--- config.mk ---
export PLATFORM = sky130hd
export DESIGN_NAME = stepper_phase_monitor_flat
export DESIGN_NICKNAME = d
export VERILOG_FILES = /design/src/rtl/stepper_phase_monitor_if.sv /design/src/rtl/stepper_phase_monitor.sv /design/src/flat_wrapper.sv
export SDC_FILE = /design/constraint.sdc
export NUM_CORES = 1
export LEC_CHECK = 0
export ABC_AREA = 1
export BUFFER_PORTS_ARGS = -buffer_cell sky130_fd_sc_hd__buf_4
export CELL_PAD_IN_SITES_DETAIL_PLACEMENT = 1
export CELL_PAD_IN_SITES_GLOBAL_PLACEMENT = 1
export CORE_ASPECT_RATIO = 0.7
export CORE_MARGIN = 2
export CORE_UTILIZATION = 25
export CTS_CLUSTER_SIZE = 8
export DETAILED_ROUTE_END_ITERATION = 8
export PLACE_DENSITY_LB_ADDON = 0.1
export SLEW_MARGIN = 15
export SYNTH_ARGS = -nofsm -noshare
export SYNTH_HDL_FRONTEND = slang
export SYNTH_SLANG_ARGS = --single-unit
--- constraint.sdc ---
create_clock -name clk -period 2.5 [get_ports clk]
set_input_delay 0.5 -clock clk [delete_from_list [all_inputs] [get_ports clk]]
set_output_delay 0.5 -clock clk [all_outputs]
set_load 0.005 [all_outputs]
--- src/rtl/stepper_phase_monitor_if.sv ---
`default_nettype none
// ============================================================================
// Module      : stepper_phase_monitor_if
// Description : Coil-pattern observation bus for the stepper phase monitor.
// Revision    : 1.0  initial release
// ============================================================================
interface stepper_phase_monitor_if #(
    parameter int POS_W = 16
);
    logic [3:0]       q_in;
    logic             clr;
    logic             step_pulse;
    logic             dir;
    logic [POS_W-1:0] position;
    logic             move_valid;
    logic [7:0]       move_word;
    logic             fault;

    // master drives the coil pattern and clear; slave is the monitor itself
    modport master (
        output q_in,
        output clr,
        input  step_pulse,
        input  dir,
        input  position,
        input  move_valid,
        input  move_word,
        input  fault
    );

    modport slave (
        input  q_in,
        input  clr,
        output step_pulse,
        output dir,
        output position,
        output move_valid,
        output move_word,
        output fault
    );
endinterface
`default_nettype wire

--- src/rtl/stepper_phase_monitor.sv ---
`default_nettype none
// ============================================================================
// Module      : stepper_phase_monitor
// Description : Decodes one-hot coil transitions into steps, tracks position,
//               groups steps into moves and flags illegal patterns.
// Revision    : 1.0  initial release
// ============================================================================
module stepper_phase_monitor #(
    parameter int POS_W       = 16,
    parameter int IDLE_CYCLES = 8
) (
    input  wire logic              clk,
    input  wire logic              rst_n,
    stepper_phase_monitor_if.slave bus
);

    typedef enum logic [0:0] {
        ST_IDLE   = 1'b0,
        ST_MOVING = 1'b1
    } state_t;

    localparam logic [7:0]       c_idle_cycles = 8'(IDLE_CYCLES);
    localparam logic [6:0]       c_count_max   = 7'd127;
    localparam logic [POS_W-1:0] c_pos_one     = {{(POS_W-1){1'b0}}, 1'b1};

    function automatic logic f_onehot(input logic [3:0] v);
        return (v != 4'b0000) && ((v & (v - 4'd1)) == 4'b0000);
    endfunction

    function automatic logic f_multi(input logic [3:0] v);
        return (v & (v - 4'd1)) != 4'b0000;
    endfunction

    logic [3:0]       r_q_prev;
    logic             r_step_pulse;
    logic             r_dir;
    logic [POS_W-1:0] r_position;
    logic             r_move_valid;
    logic [7:0]       r_move_word;
    logic             r_fault;
    state_t           r_state;
    logic [6:0]       r_count;
    logic [7:0]       r_timer;
    logic             r_mdir;

    logic             w_prev_onehot;
    logic             w_in_onehot;
    logic             w_fwd;
    logic             w_rev;
    logic             w_step;
    logic             w_fault_ev;

    state_t           w_state_nxt;
    logic [6:0]       w_count_nxt;
    logic [7:0]       w_timer_nxt;
    logic             w_mdir_nxt;
    logic             w_emit;
    logic [7:0]       w_emit_word;

    // ------------------------------------------------------------------
    // Transition decode: every comparison is against the previous pattern
    // ------------------------------------------------------------------
    assign w_prev_onehot = f_onehot(r_q_prev);
    assign w_in_onehot   = f_onehot(bus.q_in);
    assign w_fwd         = w_prev_onehot && (bus.q_in == {r_q_prev[2:0], r_q_prev[3]});
    assign w_rev         = w_prev_onehot && (bus.q_in == {r_q_prev[0], r_q_prev[3:1]});
    assign w_step        = w_fwd || w_rev;

    // Only a two-position jump is left once rotations and holds are excluded
    assign w_fault_ev    = f_multi(bus.q_in) ||
                           (w_prev_onehot && w_in_onehot &&
                            (bus.q_in != r_q_prev) && !w_step);

    // ------------------------------------------------------------------
    // Move FSM: state register
    // ------------------------------------------------------------------
    always_ff @(posedge clk or negedge rst_n) begin
        if (!rst_n) begin
            r_state <= ST_IDLE;
            r_count <= 7'd0;
            r_timer <= 8'd0;
            r_mdir  <= 1'b0;
        end else begin
            r_state <= w_state_nxt;
            r_count <= w_count_nxt;
            r_timer <= w_timer_nxt;
            r_mdir  <= w_mdir_nxt;
        end
    end

    // ------------------------------------------------------------------
    // Move FSM: next state and emit decision
    // ------------------------------------------------------------------
    always_comb begin
        w_state_nxt = r_state;
        w_count_nxt = r_count;
        w_timer_nxt = r_timer;
        w_mdir_nxt  = r_mdir;
        w_emit      = 1'b0;
        w_emit_word = {r_mdir, r_count};

        if (bus.clr) begin
            w_state_nxt = ST_IDLE;
            w_count_nxt = 7'd0;
            w_timer_nxt = 8'd0;
        end else begin
            case (r_state)
                ST_IDLE: begin
                    if (w_step) begin
                        w_state_nxt = ST_MOVING;
                        w_count_nxt = 7'd1;
                        w_mdir_nxt  = w_rev;
                        w_timer_nxt = 8'd0;
                    end
                end
                ST_MOVING: begin
                    if (w_step && (w_rev == r_mdir)) begin
                        w_timer_nxt = 8'd0;
                        // A full 7-bit move closes on its 127th step
                        if (r_count == (c_count_max - 7'd1)) begin
                            w_emit      = 1'b1;
                            w_emit_word = {r_mdir, c_count_max};
                            w_state_nxt = ST_IDLE;
                            w_count_nxt = 7'd0;
                        end else begin
                            w_count_nxt = r_count + 7'd1;
                        end
                    end else if (w_step) begin
                        w_emit      = 1'b1;
                        w_emit_word = {r_mdir, r_count};
                        w_count_nxt = 7'd1;
                        w_mdir_nxt  = w_rev;
                        w_timer_nxt = 8'd0;
                    end else if ((r_timer + 8'd1) == c_idle_cycles) begin
                        w_emit      = 1'b1;
                        w_emit_word = {r_mdir, r_count};
                        w_state_nxt = ST_IDLE;
                        w_count_nxt = 7'd0;
                        w_timer_nxt = 8'd0;
                    end else begin
                        w_timer_nxt = r_timer + 8'd1;
                    end
                end
                default: begin
                    w_state_nxt = ST_IDLE;
                    w_count_nxt = 7'd0;
                    w_timer_nxt = 8'd0;
                end
            endcase
        end
    end

    // ------------------------------------------------------------------
    // Step, position, fault and move-report registers
    // ------------------------------------------------------------------
    always_ff @(posedge clk or negedge rst_n) begin
        if (!rst_n) begin
            r_q_prev     <= 4'b0000;
            r_step_pulse <= 1'b0;
            r_dir        <= 1'b0;
            r_position   <= '0;
            r_move_valid <= 1'b0;
            r_move_word  <= 8'h00;
            r_fault      <= 1'b0;
        end else begin
            r_q_prev <= bus.q_in;
            if (bus.clr) begin
                r_step_pulse <= 1'b0;
                r_position   <= '0;
                r_move_valid <= 1'b0;
                r_fault      <= 1'b0;
            end else begin
                r_step_pulse <= w_step;
                r_move_valid <= w_emit;
                if (w_fault_ev) begin
                    r_fault <= 1'b1;
                end
                if (w_step) begin
                    r_dir <= w_rev;
                    if (w_rev) begin
                        r_position <= r_position - c_pos_one;
                    end else begin
                        r_position <= r_position + c_pos_one;
                    end
                end
                if (w_emit) begin
                    r_move_word <= w_emit_word;
                end
            end
        end
    end

    assign bus.step_pulse = r_step_pulse;
    assign bus.dir        = r_dir;
    assign bus.position   = r_position;
    assign bus.move_valid = r_move_valid;
    assign bus.move_word  = r_move_word;
    assign bus.fault      = r_fault;

endmodule
`default_nettype wire

--- src/flat_wrapper.sv ---
// flat-port wrapper written by rule: the top's interface ports become plain ports
module stepper_phase_monitor_flat 
#(
    parameter int POS_W       = 16,
    parameter int IDLE_CYCLES = 8
)
  (clk, rst_n, bus_q_in, bus_clr, bus_step_pulse, bus_dir, bus_position, bus_move_valid, bus_move_word, bus_fault);
  stepper_phase_monitor_if #(.POS_W(POS_W)) bus_i ();
  input  wire logic clk;
  input  wire logic rst_n;
  input wire logic [$bits(bus_i.q_in)-1:0] bus_q_in;
  input wire logic [$bits(bus_i.clr)-1:0] bus_clr;
  output wire logic [$bits(bus_i.step_pulse)-1:0] bus_step_pulse;
  output wire logic [$bits(bus_i.dir)-1:0] bus_dir;
  output wire logic [$bits(bus_i.position)-1:0] bus_position;
  output wire logic [$bits(bus_i.move_valid)-1:0] bus_move_valid;
  output wire logic [$bits(bus_i.move_word)-1:0] bus_move_word;
  output wire logic [$bits(bus_i.fault)-1:0] bus_fault;
  assign bus_i.q_in = bus_q_in;
  assign bus_i.clr = bus_clr;
  assign bus_step_pulse = bus_i.step_pulse;
  assign bus_dir = bus_i.dir;
  assign bus_position = bus_i.position;
  assign bus_move_valid = bus_i.move_valid;
  assign bus_move_word = bus_i.move_word;
  assign bus_fault = bus_i.fault;
  stepper_phase_monitor #(.POS_W(POS_W), .IDLE_CYCLES(IDLE_CYCLES)) u_core (.clk(clk), .rst_n(rst_n), .bus(bus_i));
endmodule
# --- Yosys cells after proc, flatten, opt, wreduce, memory -nomap -nowiden ---
# Index checks and enable logic that the tools add are counted.
op_classes:
  addsub: 6
  n_eq_ne: 9
  muxes: 39
  bitwise: 4
  reduce_logical: 22
ops:
  columns: ["op", "n"]
  rows:
  - ["two-way mux 7 bit", 9]
  - ["two-way mux 16 bit", 3]
  - ["two-way mux 8 bit", 5]
  - ["two-way mux 1 bit", 18]
  - ["adder 16 x 1 -> 16 bit, second input constant", 1]
  - ["case mux 8 bit (2 select lines)", 1]
  - ["subtractor 16 x 1 -> 16 bit, second input constant", 1]
  - ["case mux 7 bit (2 select lines)", 1]
  - ["nonzero test 4 bit", 3]
  - ["adder 8 x 1 -> 8 bit, second input constant", 1]
  - ["AND 4 bit", 2]
  - ["equality test 4 bit", 2]
  - ["equality test 8 x 4 -> 1 bit, second input constant", 1]
  - ["logical AND 1 bit", 8]
  - ["logical NOT 4 bit", 2]
  - ["AND reduction 2 bit", 4]
  - ["subtractor 4 x 1 -> 4 bit, second input constant", 2]
  - ["adder 7 x 1 -> 7 bit, second input constant", 1]
  - ["equality test 7 bit, second input constant", 1]
  - ["inequality test 5 bit, second input constant", 1]
  - ["inequality test 4 bit", 1]
  - ["case mux 1 bit (2 select lines)", 2]
  - ["nonzero test 2 bit", 2]
  - ["inequality test 3 x 2 -> 1 bit, second input constant", 1]
  - ["other kinds (5)", 7]
word_totals:
  reg_bits: 49
  in_bits: 7
  out_inout_bits: 28
  elab_cells: 91

# --- Longest topological paths before layout ---
depth:
  depth_word: 11
  ltp_mapped: 18

# --- Worst setup path after synthesis ---
# Ideal clock, no wire load.
synth_path:
  path_kind: "input-to-reg"
  from: "in bus_q_in[0]"
  to: "reg u_core.r_position[9], in the netlist u_core.bus.position[9]"
  t_arrival_ns: 2.412
  required_time_ns: 2.417
  path_slack_ns: 0.005
  cell_stages: 16
  cell_sequence: "inv_1 -> nand2_1 -> nand2_1 -> nand2_1 -> nor2_1 -> nand2_4 -> inv_1 -> ha_1 -> a21oi_1 -> nand2_1 -> a21o_1 -> nand2_1 -> nand3_1 -> nand2_1 -> nand2_1 -> o21ai_0"
synth_between:
  elab_chain_len: 5
  word_cells_on_any_way: 9
  cone_classes: "eq/ne (2); mux (3); reduce/logical (4)"
synth_rtl:
  columns: ["item", "line", "source"]
  rows:
  - ["start: declaration", "flat_wrapper.sv:11", "input wire logic [$bits(bus_i.q_in)-1:0] bus_q_in;"]
  - ["equality test 4 bit *", "stepper_phase_monitor.sv:66", "assign w_rev = w_prev_onehot && (bus.q_in == {r_q_prev[0], r_q_prev[3:1]});"]
  - ["logical AND 1 bit *", "stepper_phase_monitor.sv:66", null]
  - ["via u_core.w_rev", "stepper_phase_monitor.sv:49", "logic w_rev;"]
  - ["two-way mux 16 bit", "stepper_phase_monitor.sv:180", "if (w_rev) begin"]
  - ["two-way mux 16 bit", "stepper_phase_monitor.sv:178", "if (w_step) begin"]
  - ["two-way mux 16 bit", "stepper_phase_monitor.sv:167", "if (bus.clr) begin"]
  - ["end signal: assignment", "stepper_phase_monitor.sv:181", "r_position <= r_position - c_pos_one;"]
  - ["end signal: assignment", "stepper_phase_monitor.sv:183", "r_position <= r_position + c_pos_one;"]
  - ["end: declaration", "stepper_phase_monitor.sv:37", "logic [POS_W-1:0] r_position;"]
# The timed path passes the listed nets; every way through them passes the cells marked *. The select of a mux whose other input is x is not followed.
# A chain may end at the register's enable or synchronous reset.

# --- Worst setup path in the final report ---
layout_path:
  from: "reg u_core.r_q_prev[1]"
  to: "reg u_core.r_position[13], in the netlist u_core.bus.position[13]"
layout_between:
  elab_chain_len: 8
  word_cells_on_any_way: 14
  cone_classes: "add/sub (1); eq/ne (2); mux (3); bitwise (1); reduce/logical (7)"
layout_rtl:
  columns: ["item", "line", "source"]
  rows:
  - ["start: declaration", "stepper_phase_monitor.sv:34", "logic [3:0] r_q_prev;"]
  - ["start signal: assignment", "stepper_phase_monitor.sv:166", "r_q_prev <= bus.q_in;"]
  - ["subtractor 4 x 1 -> 4 bit", "stepper_phase_monitor.sv:27", "return (v != 4'b0000) && ((v & (v - 4'd1)) == 4'b0000);"]
  - ["AND 4 bit", "stepper_phase_monitor.sv:27", null]
  - ["logical NOT 4 bit", "stepper_phase_monitor.sv:27", null]
  - ["logical AND 1 bit", "stepper_phase_monitor.sv:27", null]
  - ["logical AND 1 bit *", "stepper_phase_monitor.sv:66", null]
  - ["via u_core.w_rev", "stepper_phase_monitor.sv:49", null]
  - ["two-way mux 16 bit", "stepper_phase_monitor.sv:180", null]
  - ["two-way mux 16 bit", "stepper_phase_monitor.sv:178", null]
  - ["two-way mux 16 bit", "stepper_phase_monitor.sv:167", null]
# Marked as above.

==> qor.csv <==
stage,metric,value,unit
outcome,outcome,"finished, final reports clean",
routing,drt-wirelength-per-cell,15.0,µm
global_route,grt_max_degree,50,
placement,dpl_worst_slack,-0.306,ns
routing,drt_wl_total,10.4,mm
clock_tree,clk_latency,0.30,ns
clock_tree,cts.sinks,49,
placement,hpwl,7.54,mm
global_route,overflow,0,
timing,fin_ws,0.112,ns
setup_path,startpoint_type,flop,
clock_tree,htree_levels,2,
power_and_ir_drop,powerDensity,404,nW/µm²
floorplan,fp-row-count,34,
timing,finalCritPeriodShare,95.5,%
layout,final_util,37.0,%
setup_path,worstPathRequired,2.68,ns
timing,hold_slack,0.240,ns
floorplan,core_area,12400,µm²
routing,drt_pass1_iterations,4,
timing,max_freq,419,MHz
placement,gp_congestion,0.794,
clock_tree,clk_pin_slew_worst_paths,0.08,ns
logic_synthesis,synth_top_cell_area_share,38.5,%
routing,drcViolationCount,0,
clock_tree,cts_tree,done,
setup_path,worstPathMaxFanout,7,
global_route,grt_use_total,15.7,%
logic_synthesis,seq_area_frac_synth,38.5,%
logic_synthesis,yosysWarnings,0,
setup_path,cp-end-kind,flop,
setup_path,worstSetupPathType,flop to flop,
logic_synthesis,synthTopCellsByCount,"nand2_1 (137), dfrtp_1 (49), inv_1 (35)",
power_and_ir_drop,peakVddDrop,0.000312,V
job,cap_violations,0,
logic_synthesis,ys_seq_elements,49,
layout,antenna-diode-count,0,
timing,hold_violations,0,
layout,final_cell_area,4600,µm²
logic_synthesis,netlist_area,3180,µm²
logic_synthesis,ys_types,33,
hold_path,min_path_type,primary input to async pin,
logic_synthesis,syn_inst,426,
setup_path,arrival,2.57,ns
timing,worst_slew_pin_slew,0.698,ns
layout,area_growth,44.3,%
global_route,grt_pass1_wl,17.2,mm
routing,drtIter0Drc,146,
floorplan,chipWidth,139,µm
logic_synthesis,async_flop_share,100,%
floorplan,die_h,98.4,µm
logic_synthesis,synth_top_cell_by_area,dfrtp_1,
global_route,grt_pass1_vias,3256,
logic_synthesis,synth.avg_cell_area,7.47,µm²
floorplan,pin_count,35,
clock_tree,root_buffer,clkbuf_16,
timing,setup_viol,0,
routing,vias,3165,
global_route,grt_antenna_before_repair,0,
timing,finalClockSkew,0.00905,ns
logic_synthesis,synth-edff-count,0,
logic_synthesis,yosys-top-cells-area,"dfrtp_1 (39%), nand2_1 (16%), ha_1 (6.7%)",
setup_path,rrSetupSlack,0.11,ns
placement,port-buffer-count,34,
logic_synthesis,synth_ff_type,dfrtp_1,
layout,drive_gt1_share,34.9,%
logic_synthesis,synth_nets,451,
clock_tree,clock_path_buffers,2,
timing,min_period,2.39,ns
placement,dpl_cell_area,4030,µm²
timing,slew_headroom,53.4,%
clock_tree,numCtsBuffers,5,
timing,final-max-slew-violation-count,0,
routing,dr_wl_met3,226,µm
floorplan,die-area,13700,µm²
routing,route.met2.wl,4.27,mm
routing,routed_via_density,4.59,
power_and_ir_drop,p_leak,2.22,nW
floorplan,start_util,25.6,%
routing,highest_layer,met4,
logic_synthesis,synth_most_common_cell,nand2_1,
routing,ant_nets,0,
layout,nNetsFinal,551,
routing,wl_met1,5.78,mm
## final timing paths
path	end	depth (start not counted)	start
max reg2reg	u_core.bus.position[13]	15	u_core.r_q_prev[1]
min in group clk	u_core.r_q_prev[3]	1	bus_q_in[3]
min	u_core.bus.move_word[3]	1	rst_n
min reg2reg	u_core.bus.move_word[1]	2	u_core.bus.move_word[1]
max in group asynchronous	u_core.r_q_prev[3]	1	rst_n
max	u_core.bus.position[13]	15	u_core.r_q_prev[1]
## placed cells by master (no fill, tap or decap), drive strengths merged
master | synthesis | layout
a211oi | 1 | 1
a21o | 6 | 6
a21oi | 19 | 19
buf | 6 | 100
bufinv | 0 | 1
clkbuf | 1 | 5
clkinv | 2 | 2
dfrtp | 49 | 49
fa | 1 | 1
ha | 17 | 17
inv | 40 | 42
nand2 | 143 | 143
nand3 | 32 | 32
nand4 | 11 | 11
nor2 | 32 | 32
nor3 | 4 | 4
nor4 | 1 | 1
o21a | 1 | 1
o21ai | 35 | 35
o22ai | 6 | 6
xnor2 | 12 | 12
xor2 | 7 | 7
## worst max-delay path, stage by stage, from the launching register on
cell and delay [ns]:
dfrtp_2 0.46, inv_2 0.09, nand2_1 0.06, nand2_1 0.11, a21oi_4 0.08, nand2_4 0.10
inv_6 0.05, buf_12 0.15, ha_4 0.28, buf_4 0.12, nand2_1 0.05, inv_1 0.07
a21o_1 0.20, nand3_1 0.15, a21oi_1 0.20, o21ai_0 0.11
## stage by stage
| step | std cells | TNS, ns | total power, mW |
|---|---|---|---|
| floorplan | 426 | 0 | 0.930 |
| global placement | 671 | -1.65 | 1.04 |
| detailed placement | 671 | -2.11 | 1.04 |
| CTS | 681 | 0 | 1.89 |
| global route | 689 | -0.0708 | 1.95 |
| finish | 689 | 0 | 1.86 |
## repair_timing
action                     in CTS  in global routing
setup endpoints to repair       8                 11
pin swaps                       4                 16
hold buffers                    0                  0
gates cloned                    1                  0
hold endpoints to repair        0                  0
setup buffers                   1                  8
gates resized for setup        24                 50
## kinds of logic after synthesis
| kind of cell | share of synthesized area (%) |
|---|---|
| adders and majority gates | 7.31 |
| DFF | 38.5 |
| AOI/OAI and AO/OA | 12.6 |
| xor gates and xnor gates | 5.23 |
| buffers and inverters | 6.29 |
| and+or+nand+nor | 30.1 |
## report_power, final
group	internal, mW	switching (mW)	total [mW]
sequential	0.809	0.0187	0.827
combinational	0.0931	0.118	0.212
clock	0.476	0.342	0.818
## routing by layer
metal | track usage (%) | vias up
li1 | - | 1596
met1 | 24.6 | 1533
met2 | 22.4 | 29
met3 | 2.72 | 7
met4 | 3.03 | 0
met5 | 0 | -
## cell type report
cell class	instances	area, µm²
fill	1491	7830
multi-input combinational	328	2030
sequential	49	1230
timing repair buffer	100	798
tap	162	203
inverter	42	163
clock buffer	5	125
clock inverter	3	43.8
## flip-flops by register name, summed over array words and instances, names as in the netlist, 4 cells and up
| signal | count |
|---|---|
| u_core.bus.position | 16 |
| u_core.bus.move_word | 8 |
| u_core.r_timer | 8 |
| u_core.r_count | 7 |
| u_core.r_q_prev | 4 |
Power figures use the tool's default switching activity.
